<file path="src/rtl/vga_pkg.sv">
// ---------------------------------------------------------------------------
// vga_pkg
// Shared timing constants and phase encodings for the 800x600@72 Hz raster
// generator (50 MHz pixel clock).
//  - VGA_H_* / VGA_V_* : default porch/sync/active lengths and totals
//  - X_W / Y_W         : widths of the x/y coordinate outputs
//  - h_phase_t / v_phase_t : one-hot phase encodings {ACT, FP, SY, BP}
// ---------------------------------------------------------------------------
package vga_pkg;

   localparam int VGA_H_ACTIVE = 800;
   localparam int VGA_H_FRONT  = 56;
   localparam int VGA_H_SYNC   = 120;
   localparam int VGA_H_BACK   = 64;
   localparam int VGA_H_TOTAL  = VGA_H_ACTIVE + VGA_H_FRONT + VGA_H_SYNC + VGA_H_BACK;

   localparam int VGA_V_ACTIVE = 600;
   localparam int VGA_V_FRONT  = 37;
   localparam int VGA_V_SYNC   = 6;
   localparam int VGA_V_BACK   = 23;
   localparam int VGA_V_TOTAL  = VGA_V_ACTIVE + VGA_V_FRONT + VGA_V_SYNC + VGA_V_BACK;

   localparam int X_W = 11;
   localparam int Y_W = 10;

   typedef enum logic [3:0] {
      H_ACT = 4'b0001,
      H_FP  = 4'b0010,
      H_SY  = 4'b0100,
      H_BP  = 4'b1000
   } h_phase_t;

   typedef enum logic [3:0] {
      V_ACT = 4'b0001,
      V_FP  = 4'b0010,
      V_SY  = 4'b0100,
      V_BP  = 4'b1000
   } v_phase_t;

endpackage

</file>
<file path="src/rtl/vga_timing_gen_sync_delay.sv">
// ---------------------------------------------------------------------------
// sync_delay
// DLY-stage shift register that lines the sync outputs up with the render
// stage's registered colour output. DLY=0 is a plain wire.
// Ports:
//  clk  in        pixel clock
//  rst  in        asynchronous active-low reset; every stage loads RST_LVL
//  i_d  in  [W]   undelayed bits
//  o_q  out [W]   bits delayed by DLY clocks
// ---------------------------------------------------------------------------
module sync_delay #(
   parameter int   W       = 2,
   parameter int   DLY     = 1,
   parameter logic RST_LVL = 1'b0
) (
   input  logic         clk,
   input  logic         rst,
   input  logic [W-1:0] i_d,
   output logic [W-1:0] o_q
);

   generate
      if (DLY == 0) begin : g_pass
         assign o_q = i_d;
      end else begin : g_shift
         logic [DLY-1:0][W-1:0] r_stage;

         always_ff @(posedge clk or negedge rst) begin
            if (!rst) begin
               r_stage <= {DLY{ {W{RST_LVL}} }};
            end else begin
               r_stage[0] <= i_d;
               for (int i = 1; i < DLY; i++) begin
                  r_stage[i] <= r_stage[i-1];
               end
            end
         end

         assign o_q = r_stage[DLY-1];
      end
   endgenerate

endmodule

</file>
<file path="src/rtl/vga_timing_gen.sv">
// ---------------------------------------------------------------------------
// vga_timing_gen
// Raster timing source: pixel coordinates, active-video flag, delayed
// HSYNC/VSYNC and a start-of-vertical-blank frame tick.
// Optional feature macro: VGA_FRAME_CNT_EN
//  defined   -> frame_cnt counts frame ticks (wraps at 65535)
//  undefined -> frame_cnt is tied to zero, no counter is built
// Ports:
//  clk         in        pixel clock
//  rst         in        asynchronous active-low reset
//  x           out [11]  column, 0..H_TOTAL-1
//  y           out [10]  line, 0..V_TOTAL-1
//  o_active    out       visible-area flag, coherent with x/y
//  hsync       out       horizontal sync, delayed SYNC_DLY clocks
//  vsync       out       vertical sync, delayed SYNC_DLY clocks
//  frame_tick  out       one clock at x==0, y==V_ACTIVE
//  frame_cnt   out [16]  frame counter
// ---------------------------------------------------------------------------
module vga_timing_gen
   import vga_pkg::*;
#(
   parameter int   H_ACTIVE = VGA_H_ACTIVE,
   parameter int   H_FRONT  = VGA_H_FRONT,
   parameter int   H_SYNC   = VGA_H_SYNC,
   parameter int   H_BACK   = VGA_H_BACK,
   parameter int   V_ACTIVE = VGA_V_ACTIVE,
   parameter int   V_FRONT  = VGA_V_FRONT,
   parameter int   V_SYNC   = VGA_V_SYNC,
   parameter int   V_BACK   = VGA_V_BACK,
   parameter logic SYNC_POL = 1'b1,
   parameter int   SYNC_DLY = 1
) (
   input  logic           clk,
   input  logic           rst,
   output logic [X_W-1:0] x,
   output logic [Y_W-1:0] y,
   output logic           o_active,
   output logic           hsync,
   output logic           vsync,
   output logic           frame_tick,
   output logic [15:0]    frame_cnt
);

   localparam int H_TOTAL = H_ACTIVE + H_FRONT + H_SYNC + H_BACK;
   localparam int V_TOTAL = V_ACTIVE + V_FRONT + V_SYNC + V_BACK;

   // Last coordinate of each phase; the FSMs leave a phase on these values.
   localparam logic [X_W-1:0] X_ACT_END = X_W'(H_ACTIVE - 1);
   localparam logic [X_W-1:0] X_FP_END  = X_W'(H_ACTIVE + H_FRONT - 1);
   localparam logic [X_W-1:0] X_SY_END  = X_W'(H_ACTIVE + H_FRONT + H_SYNC - 1);
   localparam logic [X_W-1:0] X_LAST    = X_W'(H_TOTAL - 1);
   localparam logic [Y_W-1:0] Y_ACT_END = Y_W'(V_ACTIVE - 1);
   localparam logic [Y_W-1:0] Y_FP_END  = Y_W'(V_ACTIVE + V_FRONT - 1);
   localparam logic [Y_W-1:0] Y_SY_END  = Y_W'(V_ACTIVE + V_FRONT + V_SYNC - 1);
   localparam logic [Y_W-1:0] Y_LAST    = Y_W'(V_TOTAL - 1);
   localparam logic [Y_W-1:0] Y_TICK    = Y_W'(V_ACTIVE);

   generate
      if (H_TOTAL > 2047) begin : g_h_too_big
         $error("vga_timing_gen: H_TOTAL must be <= 2047");
      end
      if (V_TOTAL > 1023) begin : g_v_too_big
         $error("vga_timing_gen: V_TOTAL must be <= 1023");
      end
      if (SYNC_DLY < 0 || SYNC_DLY > 4) begin : g_dly_range
         $error("vga_timing_gen: SYNC_DLY must be 0..4");
      end
   endgenerate

   logic           r_run;
   logic [X_W-1:0] r_x;
   logic [Y_W-1:0] r_y;
   logic           r_active;
   logic           r_frame_tick;
   h_phase_t       r_h_phase;
   v_phase_t       r_v_phase;

   logic [X_W-1:0] w_x_next;
   logic [Y_W-1:0] w_y_next;
   h_phase_t       w_h_next;
   v_phase_t       w_v_next;
   logic           w_x_wrap;
   logic           w_y_wrap;
   logic           w_active_next;
   logic           w_tick_next;
   logic [1:0]     w_sync_raw;
   logic [1:0]     w_sync_dly;

   // y only wraps when it is on its last line at the moment x wraps.
   assign w_x_wrap = r_run && (r_x == X_LAST);
   assign w_y_wrap = w_x_wrap && (r_y == Y_LAST);

   always_comb begin
      w_x_next = r_x;
      w_y_next = r_y;
      if (r_run) begin
         w_x_next = w_x_wrap ? '0 : r_x + X_W'(1);
         if (w_y_wrap) begin
            w_y_next = '0;
         end else if (w_x_wrap) begin
            w_y_next = r_y + Y_W'(1);
         end
      end
   end

   // Horizontal phase: steps on the last column of each region.
   always_comb begin
      w_h_next = r_h_phase;
      if (r_run) begin
         case (r_h_phase)
            H_ACT:   if (r_x == X_ACT_END) w_h_next = H_FP;
            H_FP:    if (r_x == X_FP_END)  w_h_next = H_SY;
            H_SY:    if (r_x == X_SY_END)  w_h_next = H_BP;
            H_BP:    if (r_x == X_LAST)    w_h_next = H_ACT;
            default: w_h_next = H_ACT;
         endcase
      end
   end

   // Vertical phase: same shape, but only evaluated on the x wrap.
   always_comb begin
      w_v_next = r_v_phase;
      if (w_x_wrap) begin
         case (r_v_phase)
            V_ACT:   if (r_y == Y_ACT_END) w_v_next = V_FP;
            V_FP:    if (r_y == Y_FP_END)  w_v_next = V_SY;
            V_SY:    if (r_y == Y_SY_END)  w_v_next = V_BP;
            V_BP:    if (r_y == Y_LAST)    w_v_next = V_ACT;
            default: w_v_next = V_ACT;
         endcase
      end
   end

   // Gating with the pre-edge run flag keeps o_active low for the first
   // clock after reset release, while x/y sit at 0,0 waiting to advance.
   assign w_active_next = r_run && (w_h_next == H_ACT) && (w_v_next == V_ACT);
   assign w_tick_next   = r_run && (w_x_next == '0) && (w_y_next == Y_TICK);

   always_ff @(posedge clk or negedge rst) begin
      if (!rst) begin
         r_run        <= 1'b0;
         r_x          <= '0;
         r_y          <= '0;
         r_active     <= 1'b0;
         r_frame_tick <= 1'b0;
         r_h_phase    <= H_ACT;
         r_v_phase    <= V_ACT;
      end else begin
         r_run        <= 1'b1;
         r_x          <= w_x_next;
         r_y          <= w_y_next;
         r_active     <= w_active_next;
         r_frame_tick <= w_tick_next;
         r_h_phase    <= w_h_next;
         r_v_phase    <= w_v_next;
      end
   end

   assign w_sync_raw[1] = (r_h_phase == H_SY) ? SYNC_POL : ~SYNC_POL;
   assign w_sync_raw[0] = (r_v_phase == V_SY) ? SYNC_POL : ~SYNC_POL;

   sync_delay #(
      .W       (2),
      .DLY     (SYNC_DLY),
      .RST_LVL (~SYNC_POL)
   ) u_sync_delay (
      .clk (clk),
      .rst (rst),
      .i_d (w_sync_raw),
      .o_q (w_sync_dly)
   );

`ifdef VGA_FRAME_CNT_EN
   logic [15:0] r_frame_cnt;

   always_ff @(posedge clk or negedge rst) begin
      if (!rst) begin
         r_frame_cnt <= '0;
      end else if (r_frame_tick) begin
         r_frame_cnt <= r_frame_cnt + 16'd1;
      end
   end

   assign frame_cnt = r_frame_cnt;
`else
   assign frame_cnt = '0;
`endif

   assign x          = r_x;
   assign y          = r_y;
   assign o_active   = r_active;
   assign frame_tick = r_frame_tick;
   assign hsync      = w_sync_dly[1];
   assign vsync      = w_sync_dly[0];

endmodule

</file>
<file path="config.mk">
export PLATFORM = sky130hd
export DESIGN_NAME = vga_timing_gen
export DESIGN_NICKNAME = d
export VERILOG_FILES = /design/src/rtl/vga_pkg.sv /design/src/rtl/vga_timing_gen_sync_delay.sv /design/src/rtl/vga_timing_gen.sv
export SDC_FILE = /design/constraint.sdc
export NUM_CORES = 1
export LEC_CHECK = 0
export CORE_ASPECT_RATIO = 0.5
export CORE_MARGIN = 4
export CORE_UTILIZATION = 54
export CTS_BUF_LIST = sky130_fd_sc_hd__clkbuf_4 sky130_fd_sc_hd__clkbuf_8
export CTS_CLUSTER_SIZE = 40
export DETAILED_ROUTE_END_ITERATION = 8
export PLACE_DENSITY_LB_ADDON = 0.15
export SLEW_MARGIN = 10
export SYNTH_ARGS = -nofsm -noshare
export SYNTH_HDL_FRONTEND = slang
export SYNTH_SLANG_ARGS = --single-unit
</file>
<file path="constraint.sdc">
create_clock -name clk -period 3 [get_ports clk]
set_input_delay 0.45 -clock clk [delete_from_list [all_inputs] [get_ports clk]]
set_output_delay 0.45 -clock clk [all_outputs]
set_load 0.005 [all_outputs]
</file>
==> results list, run 1 <==
- Clock-pin slew reported for the worst setup and hold paths after clock tree synthesis: 80 ps
* Final routed DRC violation total: 0
* Count of cell types in the netlist: 58
* Max rail drop VDD: 305 uV
- Global-route layer with the greatest usage: met2
- Headroom to the max-slew limit came out at 56.5%.
* Fraction of met2 tracks used by global routing: 33.5%
* Worst EP required: 3200 ps
- The via count of the first global-routing pass was 1833.
- In the synthesized netlist the dominant register cell turns out to be sky130_fd_sc_hd__dfrtp_1.
- Cell leakage power: 0.00112 uW
- The Yosys step of the flow raised 0 warnings.
- Clock tree synthesis inserted a total of 5 buffers.
- Dividing the final minimum period by the clock period gives 88.9%.
- Clk sinks: 34
- Worst-case clock buffer depth: 2
* Diode insertion count for antenna repair: 0
* Pin count of the biggest net entering global routing: 35
- Final ANT Viol Nets: 0
- Minimum clock period: 2670 ps
* Ratio of routed vias to standard cells: 6.01
- Unrepaired setup endpoints after global routing: false
- Sequential share of power: 41.5%
* Crit-path max FO: 9
- The number of antenna violations at the first check in global routing is 0.
- The synthesized design contains 34 register bits.
* Clock latency of the later-clocked register in the worst-skew pair: 290 ps
- The synthesized design spends more area on one cell type than any other, namely sky130_fd_sc_hd__dfrtp_1.
* Met1 usage: 32.6%
- In this run the vertical extent of the chip is 54.6 um.
- Clock power frac: 36.3%
* First-pass DRT Iterations: 4
- The routed design has 5.68 mm of wire.
* Combinational share of power: 22.2%
- CP Data Arrival Time: 2870 ps
- HP Class: register to register
- The average instance in the mapped netlist occupies 8.82 um2.
* Critical path capture point type: register
- From left edge to right edge, the die measures 101 um.
* Final net count: 294
- In this run the number of H-tree levels came out at 2.
- The run finished with clean final reports.
- Max-cap violations in this run came to 0.
- Sequential cells were found to cover 36.4% of the synthesized design area.
- The HPWL after detailed placement is 4.12 mm.
- Setup total negative slack: 0 ps
- Post-Route Hold Slack: 528 ps
- The layout has 314 filler cells.
- The completed layout was analyzed and its total power is 1440 uW.
- Buffers placed on the I/O ports in this run total 26.
* Areal power density over the cells: 535 nW/um2
- Pins over their slew limit: 0
- The cell count after synthesis came out at 266.
- Biggest area contributors in the synthesized netlist: sky130_fd_sc_hd__dfrtp_1 34%, sky130_fd_sc_hd__buf_4 5.4%, sky130_fd_sc_hd__nand3_1 4.1%, sky130_fd_sc_hd__nand2_1 3.7%, sky130_fd_sc_hd__ha_1 3.2%
- Total global-route track usage: 22.0%
- Clock root buffer master: sky130_fd_sc_hd__clkbuf_8
- Net switching is 29.8% of the power.
- In this run the register-to-register setup slack is 330 ps.
* Startpoint kind of the worst setup timing path: register
- In this run the core area contains 16 standard-cell rows.
* Die footprint: 5530 um2
- Global-route congestion overflow total: 0
* Cell internal power dissipation: 1010 uW
* Final number of setup-violating endpoints: 0
* Largest clock skew in the final design: 14.6 ps
- Summed over all nets, the switching power comes to 431 uW.
* PostCTS Resize Cnt: 0
* Synthesized cell area: 2350 um2
- 43 I/O pins were placed.
- Total via count after detailed routing: 2050
- Type of the worst setup path: register to register
- Fraction of synthesized cell area taken by the top area cell type: 34.1%
- Share of cells above drive strength 1: 9.76%
* Clock tree from TritonCTS: yes
- The first routing iteration left 177 violations.
- Routability Congestion: 0.877
- For this run, global-route usage on met3 was measured as 5.60%.
* Placeable core region: 4040 um2
- First-pass GRT wire length: 9.39 mm
* Effective utilization at floorplan: 58.0%
* Number of hold buffers added after CTS: 0
* Number of flops mapped to enable cells by yosys: 0
- In the final routed layout, each cell accounts on average for 16.7 um.
* Tightest Pin Transition: 647 ps
* Final hold violation count: 0
- Number of buffers inserted to repair setup after CTS: 0
- Area grow syn2layout: 14.9%
- Async SR Flop Fraction: 100%
- Fmax: 0.375 GHz
## worst max-delay path, cell delays in order, from the launching register on
cell and delay (ps):
sky130_fd_sc_hd__dfrtp_1 510, sky130_fd_sc_hd__or4_1 680, sky130_fd_sc_hd__nor3_1 550, sky130_fd_sc_hd__nand4_1 200
sky130_fd_sc_hd__xor2_1 240, sky130_fd_sc_hd__a31oi_1 140, sky130_fd_sc_hd__nor4_2 270
## power by group through the flow
stage	registers (uW)	logic, uW	clock network, uW
floorplan	549	276	0
global placement	597	313	0
detailed placement	604	318	0
CTS	597	322	534
global route	612	361	554
finish	599	321	523
## layer usage
layer	part of all wire [%]	up-vias
met5	0	-
met4	0.21	0
met3	9.4	4
met2	43	99
met1	47	975
li1	-	972
## final cells by class
cell class	instances	area, um2	share of cell area [%]
repair buffers	30	290	10.8
clock buffers	6	82.6	3.06
multi-input cells	203	1300	48.1
well taps	54	67.6	2.51
flip-flops and latches	34	853	31.6
inverters	12	45.0	1.67
clock inverters	2	60.1	2.23
## through the flow
stage	cell area, um2	instances	util [%]	setup slack [ps]
finish	2700	341	66.7	332
global route	2700	341	66.7	265
CTS	2700	341	66.7	395
detailed placement	2550	333	63.1	416
global placement	2550	333	63.1	467
floorplan	2400	281	-	793
## placed cells by master (no fill, tap or decap), types with 4 or more instances in the layout
cell / instances
sky130_fd_sc_hd__nand3_1: 19
sky130_fd_sc_hd__xor2_1: 8
sky130_fd_sc_hd__buf_4: 4
sky130_fd_sc_hd__nor4b_1: 4
sky130_fd_sc_hd__nor3_1: 5
sky130_fd_sc_hd__a31oi_1: 7
sky130_fd_sc_hd__xnor2_1: 6
sky130_fd_sc_hd__clkdlybuf4s50_1: 26
sky130_fd_sc_hd__nand4_1: 9
sky130_fd_sc_hd__clkbuf_8: 6
sky130_fd_sc_hd__dfrtp_1: 32
sky130_fd_sc_hd__nor2_1: 20
sky130_fd_sc_hd__inv_1: 12
sky130_fd_sc_hd__conb_1: 17
sky130_fd_sc_hd__nand2_1: 23
sky130_fd_sc_hd__a21oi_1: 7
sky130_fd_sc_hd__o21ai_0: 12
sky130_fd_sc_hd__nor4_1: 7
sky130_fd_sc_hd__ha_1: 6
## flip-flops by register name, indices dropped and copies added (netlist names)
name and flops:
frame_tick 1, o_active 1, r_h_phase 4, r_run 1
r_v_phase 4, u_sync_delay.o_q 2, x 11, y 10
## path summary, 6_finish.rpt
check                        startpoint             endpoint  cells after the start
max in group asynchronous           rst         r_h_phase[0]                      2
setup / recovery                   x[5]           frame_tick                      6
setup reg to reg                   x[5]           frame_tick                      6
hold reg to reg            r_v_phase[3]  u_sync_delay.o_q[0]                      1
min in group asynchronous           rst                 y[9]                      2
hold / removal             r_v_phase[3]  u_sync_delay.o_q[0]                      1
## Yosys cell counts (2+ instances only)
cell / instances
sky130_fd_sc_hd__ha_1: 6
sky130_fd_sc_hd__nand3_1: 19
sky130_fd_sc_hd__dfstp_2: 2
sky130_fd_sc_hd__or4_1: 3
sky130_fd_sc_hd__conb_1: 2
sky130_fd_sc_hd__a22o_1: 2
sky130_fd_sc_hd__nand2_1: 23
sky130_fd_sc_hd__nor3_1: 5
sky130_fd_sc_hd__a211o_1: 2
sky130_fd_sc_hd__o22ai_1: 2
sky130_fd_sc_hd__buf_6: 2
sky130_fd_sc_hd__buf_4: 17
sky130_fd_sc_hd__inv_1: 12
sky130_fd_sc_hd__and3_1: 3
sky130_fd_sc_hd__nor4_1: 7
sky130_fd_sc_hd__xnor2_1: 6
sky130_fd_sc_hd__nand4_1: 9
sky130_fd_sc_hd__nor4bb_1: 2
sky130_fd_sc_hd__or3_1: 2
sky130_fd_sc_hd__nor4_2: 2
sky130_fd_sc_hd__and4_1: 2
sky130_fd_sc_hd__o21ai_0: 12
sky130_fd_sc_hd__buf_2: 6
sky130_fd_sc_hd__xor2_1: 8
sky130_fd_sc_hd__clkbuf_1: 7
sky130_fd_sc_hd__nor4b_1: 4
sky130_fd_sc_hd__and4b_1: 2
sky130_fd_sc_hd__dfrtp_1: 32
sky130_fd_sc_hd__mux2i_1: 2
sky130_fd_sc_hd__and2_1: 2
sky130_fd_sc_hd__a31oi_1: 7
sky130_fd_sc_hd__nor2b_1: 2
sky130_fd_sc_hd__mux2_2: 2
sky130_fd_sc_hd__a21oi_1: 7
sky130_fd_sc_hd__nor2_1: 20
## cell families after synthesis
logic type / count (synthesis) / synth area share (%)
buf+inv: 44 / 10.7
mux: 4 / 1.81
simple gates: 116 / 28.7
other cells: 2 / 0.320
fa+ha+maj: 6 / 3.20
xor+xnor: 14 / 5.23
flops: 34 / 36.4
compound gates: 46 / 13.6
Power figures use the tool's default switching activity.
==> run 2, diff against run 1 <==
Settings changed: CTS_CLUSTER_SIZE 40 to default.
==> results of run 2 <==
No change in the layout: final DEF, timing and power equal those of run 1.
==> run 3, diff against run 2 <==
Settings changed: CTS_CLUSTER_DIAMETER from default to 30.
==> results of run 3 <==
No change in the layout: final DEF, timing and power equal those of run 1.
